File: src/rtl/s_ram_arb_pkg.sv
// s_ram_arb_pkg: shared types and sizing helpers for the s_ram arbiter.
package s_ram_arb_pkg;

    typedef enum logic [1:0] {IDLE, ISSUE, WAIT} state_e;

    localparam int NREQ_MIN = 2;
    localparam int NREQ_MAX = 8;

    function automatic bit nreq_ok(int n);
        return (n >= NREQ_MIN) && (n <= NREQ_MAX);
    endfunction

    function automatic int idx_w(int n);
        return (n > 1) ? $clog2(n) : 1;
    endfunction

    function automatic int cnt_w(int lat);
        return (lat > 1) ? $clog2(lat) : 1;
    endfunction

endpackage

File: src/rtl/rr_picker.sv
// rr_picker: combinational winner select from req and last-winner pointer.
// With ARB_FIXED_PRIO_EN defined it is a plain lowest-index priority encoder.
module rr_picker
    import s_ram_arb_pkg::*;
#(
    parameter int NREQ = 2,
    parameter int IW   = idx_w(NREQ)
) (
    input  logic [NREQ-1:0] req_i,
`ifndef ARB_FIXED_PRIO_EN
    input  logic [IW-1:0]   ptr_i,
`endif
    output logic [NREQ-1:0] gnt_o,
    output logic [IW-1:0]   idx_o,
    output logic            any_o
);

    assign any_o = |req_i;
    assign gnt_o = any_o ? (NREQ'(1) << idx_o) : '0;

`ifdef ARB_FIXED_PRIO_EN
    always_comb begin
        idx_o = '0;
        for (int i = NREQ - 1; i >= 0; i--)
            if (req_i[i]) idx_o = IW'(i);
    end
`else
    logic [IW-1:0] c;
    logic          found;

    // Search starts just after the previous winner, so it gets lowest priority.
    always_comb begin
        idx_o = '0;
        found = 1'b0;
        c     = '0;
        for (int k = 1; k <= NREQ; k++) begin
            c = IW'((int'(ptr_i) + k) % NREQ);
            if (!found && req_i[c]) begin
                found = 1'b1;
                idx_o = c;
            end
        end
    end
`endif

endmodule

File: src/rtl/s_ram_arbiter.sv
// s_ram_arbiter: shares one single-port s_ram between NREQ req/gnt requesters, one access in flight.
// Round-robin by default; define ARB_FIXED_PRIO_EN for fixed lowest-index priority.
module s_ram_arbiter
    import s_ram_arb_pkg::*;
#(
    parameter int NREQ   = 2,
    parameter int AW     = 4,
    parameter int DW     = 8,
    parameter int RD_LAT = 1
) (
    input  logic             clk_i,
    input  logic             rst_ni,
    input  logic [NREQ-1:0]    req_i,
    input  logic [NREQ-1:0]    we_i,
    input  logic [NREQ*AW-1:0] addr_i,
    input  logic [NREQ*DW-1:0] wdata_i,
    output logic [NREQ-1:0]    gnt_o,
    output logic [NREQ-1:0]    rvalid_o,
    output logic [DW-1:0]      rdata_o,
    output logic               ram_en_o,
    output logic [AW-1:0]      ram_addr_o,
    output logic [DW-1:0]      ram_data_in_o,
    input  logic [DW-1:0]      ram_data_out_i
);

    localparam int IW = idx_w(NREQ);
    localparam int CW = cnt_w(RD_LAT);

    state_e          state_q, state_d;
    logic [NREQ-1:0] win_q, win_d, gnt_q, gnt_d, rvalid_q, rvalid_d, pick;
    logic [IW-1:0]   pick_idx;
    logic            pick_any, ram_en_q, ram_en_d;
    logic [AW-1:0]   ram_addr_q, ram_addr_d;
    logic [DW-1:0]   ram_data_in_q, ram_data_in_d, rdata_q, rdata_d;
    logic [CW-1:0]   cnt_q, cnt_d;
`ifndef ARB_FIXED_PRIO_EN
    logic [IW-1:0]   ptr_q, ptr_d;
`endif

    rr_picker #(.NREQ(NREQ), .IW(IW)) u_picker (
        .req_i (req_i),
`ifndef ARB_FIXED_PRIO_EN
        .ptr_i (ptr_q),
`endif
        .gnt_o (pick),
        .idx_o (pick_idx),
        .any_o (pick_any)
    );

    // RAM drive and gnt are loaded on the IDLE edge so they are valid for the whole ISSUE cycle.
    always_comb begin
        state_d       = state_q;
        win_d         = win_q;
        gnt_d         = '0;
        rvalid_d      = '0;
        ram_en_d      = 1'b0;
        ram_addr_d    = ram_addr_q;
        ram_data_in_d = ram_data_in_q;
        rdata_d       = rdata_q;
        cnt_d         = cnt_q;
`ifndef ARB_FIXED_PRIO_EN
        ptr_d         = ptr_q;
`endif
        unique case (state_q)
            IDLE: if (pick_any) begin
                state_d       = ISSUE;
                win_d         = pick;
                gnt_d         = pick;
                ram_en_d      = we_i[pick_idx];
                ram_addr_d    = addr_i[pick_idx*AW +: AW];
                ram_data_in_d = wdata_i[pick_idx*DW +: DW];
`ifndef ARB_FIXED_PRIO_EN
                ptr_d         = pick_idx;
`endif
            end
            ISSUE: begin
                state_d = ram_en_q ? IDLE : WAIT;
                cnt_d   = '0;
            end
            WAIT: if (cnt_q == CW'(RD_LAT - 1)) begin
                state_d  = IDLE;
                rdata_d  = ram_data_out_i;
                rvalid_d = win_q;
            end else begin
                cnt_d = cnt_q + 1'b1;
            end
            default: state_d = IDLE;
        endcase
    end

    always_ff @(posedge clk_i or negedge rst_ni) begin
        if (!rst_ni) begin
            state_q       <= IDLE;
            win_q         <= '0;
            gnt_q         <= '0;
            rvalid_q      <= '0;
            ram_en_q      <= 1'b0;
            ram_addr_q    <= '0;
            ram_data_in_q <= '0;
            rdata_q       <= '0;
            cnt_q         <= '0;
`ifndef ARB_FIXED_PRIO_EN
            ptr_q         <= IW'(NREQ - 1);
`endif
        end else begin
            state_q       <= state_d;
            win_q         <= win_d;
            gnt_q         <= gnt_d;
            rvalid_q      <= rvalid_d;
            ram_en_q      <= ram_en_d;
            ram_addr_q    <= ram_addr_d;
            ram_data_in_q <= ram_data_in_d;
            rdata_q       <= rdata_d;
            cnt_q         <= cnt_d;
`ifndef ARB_FIXED_PRIO_EN
            ptr_q         <= ptr_d;
`endif
        end
    end

    assign gnt_o         = gnt_q;
    assign rvalid_o      = rvalid_q;
    assign rdata_o       = rdata_q;
    assign ram_en_o      = ram_en_q;
    assign ram_addr_o    = ram_addr_q;
    assign ram_data_in_o = ram_data_in_q;

endmodule

File: config.mk
export PLATFORM = sky130hd
export DESIGN_NAME = s_ram_arbiter
export DESIGN_NICKNAME = d
export VERILOG_FILES = /design/src/rtl/s_ram_arb_pkg.sv /design/src/rtl/rr_picker.sv /design/src/rtl/s_ram_arbiter.sv
export SDC_FILE = /design/constraint.sdc
export NUM_CORES = 1
export LEC_CHECK = 0
export ABC_AREA = 0
export CAP_MARGIN = 0
export CORE_ASPECT_RATIO = 1.75
export CORE_MARGIN = 2
export CORE_UTILIZATION = 45
export DETAILED_ROUTE_END_ITERATION = 12
export DONT_BUFFER_PORTS = 1
export GPL_TIMING_DRIVEN = 0
export PLACE_DENSITY = 0.62
export SLEW_MARGIN = 0
export SYNTH_ARGS = -nofsm -noshare
export SYNTH_HDL_FRONTEND = slang
export SYNTH_HIERARCHICAL = 1
export SYNTH_SLANG_ARGS = --single-unit
export TNS_END_PERCENT = 30
File: constraint.sdc
create_clock -name clk_i -period 2 [get_ports clk_i]
set_clock_uncertainty 0.2 [all_clocks]
set_input_delay 0.3 -clock clk_i [delete_from_list [all_inputs] [get_ports clk_i]]
set_output_delay 0.3 -clock clk_i [all_outputs]
set_load 0.05 [all_outputs]
==> metrics.md <==
| Metric | Value |
|---|---|
| Initial antenna violation count | 0 |
| Post-synth EDFFs | 0 |
| Commonest cells in the netlist | dfrtp_1 (29), mux2_2 (17), mux2_4 (16) |
| Clk Tree Root Cell | clkbuf_8 |
| Post-synth ARST share | 100% |
| Detailed placement HPWL | 1450 um |
| Status | completed |
| Final ANT Viol Nets | 0 |
| Critical path arrival | 1.74 ns |
| CTS max path bufs | 2 |
| Placed cell areas | 1380 um^2 |
| Number of vias in the routed layout | 728 |
| CORE AREA | 2900 um^2 |
| Mean post-synth cell area | 15.9 um^2 |
| Slew Limit Fails | 0 |
| Ports | 63 |
| Syn_nets | 123 |
| Critical Path End Type | flip-flop |
| Pwr Total | 3.09 mW |
| Crit path kind | flip-flop to flip-flop |
| Die ar. | 3470 um^2 |
| Hold Vio Cnt, Final | 0 |
| Fin crit share | 88.8% |
| Synth unique cells | 17 |
| GPL Wtd Cong | 0.661 |
| Leakage Power | 0.729 nW |
| # diodes | 0 |
| Max_cap viols | 0 |
| Worst vdd ir | 0.000879 V |
| CTS tree | done |
| P per Cell Area | 1950 nW/um^2 |
| Area Overhead vs Synth | 17.8% |
| Inserted Clock Buffers | 5 |
| Post-synth top area cell | dfrtp_1 |
| Mapped Cells | 85 |
| Starting DRT DRC Count | 9 |
| Final Cell Area | 1590 um^2 |
| Hold path depth | 2 |
| Filler Cell Count | 241 |
| Final core occ | 54.8% |
| Setup tns final | 0 ns |
| Area of the multi-input gates | 549 um^2 |
| Hold crit path type | input pin to flip-flop |
| Slew HR | 67.0% |
| Avg Vias per Cell | 5.56 |
| Synth top area share | 53.9% |
| Synth top area cells | dfrtp_1 (54%), mux2_4 (18%), mux2_2 (14%) |
| DRC errors left | 0 |
| Post-CTS setup buffers | 0 |
| Die height | 76.4 um |
| Most common cell in the synthesized netlist | dfrtp_1 |
| # placed instances | 113 |
| Highest clock rate | 563 MHz |
| Mapped cell area | 1350 um^2 |
| Register area share after synthesis | 55.8% |
| Sink Count | 30 |
| H-tree Lvls | 2 |
| WL/cell | 16.2 um |
| Nature of the critical path startpoint | flip-flop |
| # setup viols final | 0 |
| Fin cells | 131 |
| Yosys reg bits | 30 |
| Largest net degree at the start of global routing | 31 |
| Final WL | 2120 um |
| Top_reg_cell synth | dfrtp_1 |
| Total grt overflow | 0 |
| Clock period minus final worst setup slack | 1.78 ns |
| Share of layout cells above drive strength 1 | 46.6% |
| Sequential Area | 752 um^2 |
| PortBufs | 0 |
| Die Wd | 45.4 um |
| Clock Latency Late Sink | 0.28 ns |
| # rows | 26 |
| Worst Path Required | 1.96 ns |
| CP max FO | 10 |
| Clock slew at reported path FFs | 0.06 ns |
| Final Net Count | 140 |
| Yosys warning count | 6 |
| Starting density of the core | 46.5% |
| Worst r2r path cells | 4 |
| Worst-margin pin slew | 0.494 ns |
| Vias in the first global route | 710 |
| RSZ-0062 raised after global routing | no |
| First-pass GRT wire length | 3310 um |
| DRT Pass-1 Iters | 3 |
| GRT Util Overall | 13.5% |
-- power by group --
part / leakage, nW / switching [mW] / total, mW / internal, mW
registers: 0.361 / 1.02 / 1.91 / 0.884
logic: 0.319 / 0.232 / 0.694 / 0.462
clock network: 0.0482 / 0.213 / 0.489 / 0.277
total: 0.729 / 1.47 / 3.09 / 1.62
-- layout by cell type, fill, tap and decap left out, drive strengths merged --
cell type / n
dlygate4sd3: 9
clkinv: 1
nor2: 2
buf: 5
or2: 1
clkbuf: 7
a21boi: 3
mux2i: 1
nor3b: 2
nor2b: 1
mux2: 35
nand2b: 1
and2: 2
dfrtp: 29
inv: 3
dfstp: 1
-- state kept, by name, indices dropped and copies added (netlist names) --
name           cells
ram_data_in_o      8
rdata_o            8
ram_addr_o         4
gnt_o              2
rvalid_o           2
state_q            2
win_q              2
ptr_q              1
ram_en_o           1
-- path summary, 6_finish.rpt --
path	from	endpoint	slack, ns
max in group asynchronous	rst_ni	ptr_q	1.10
setup reg to reg	ptr_q	ram_data_in_o[7]	0.22
hold / removal	we_i[0]	ram_en_o	0.01
hold reg to reg	state_q[1]	state_q[1]	0.28
min in group asynchronous	rst_ni	win_q[0]	0.26
setup / recovery	ptr_q	ram_data_in_o[7]	0.22
-- metrics by stage --
stage / hold WS (ns) / setup slack (ns)
2_1_floorplan: -0.196 / 0.238
3_3_place_gp: -0.195 / 0.0822
3_5_place_dp: -0.195 / 0.0596
4_1_cts: 0.0114 / 0.0487
5_1_grt: 0.0262 / 0.135
6_report: 0.0128 / 0.224
-- final cells by class --
| cell class | count | share of cell area [%] |
|---|---|---|
| Buffer | 4 | 2.44 |
| Clock inverter | 1 | 0.315 |
| Multi-Input combinational cell | 48 | 34.6 |
| Clock buffer | 7 | 5.44 |
| Timing Repair Buffer | 10 | 6.93 |
| Inverter | 3 | 0.709 |
| Tap cell | 28 | 2.21 |
| Sequential cell | 30 | 47.4 |
-- worst max-delay path: stages, from the launching register on --
cell and delay (ns):
dfstp_2 0.38, a21boi_2 0.29, buf_6 0.22, mux2_4 0.31, mux2_4 0.25
-- metal layers --
metal	part of all wire [%]	vias to the layer above	global-route usage, %
li1	-	325	-
met1	39	350	14.7
met2	48	46	20.1
met3	9.5	7	5.45
met4	3.0	0	9.71
met5	0	-	0
-- cells by family (layout without fill, tap and decap cells) --
group | Yosys count | count (layout) | synth area share, %
muxes | 36 | 36 | 34.4
DFF | 30 | 30 | 55.8
buffers and inverters | 7 | 25 | 3.71
and+or+nand+nor | 9 | 9 | 4.36
AOI/OAI and AO/OA | 3 | 3 | 1.67
-- repair_timing --
| action | CTS | global route |
|---|---|---|
| gates resized for setup | 0 | 1 |
| hold buffers | 10 | 0 |
| endpoints found under the setup margin | 0 | 8 |
| hold endpoints to repair | 38 | 0 |
Power figures use the tool's default switching activity.
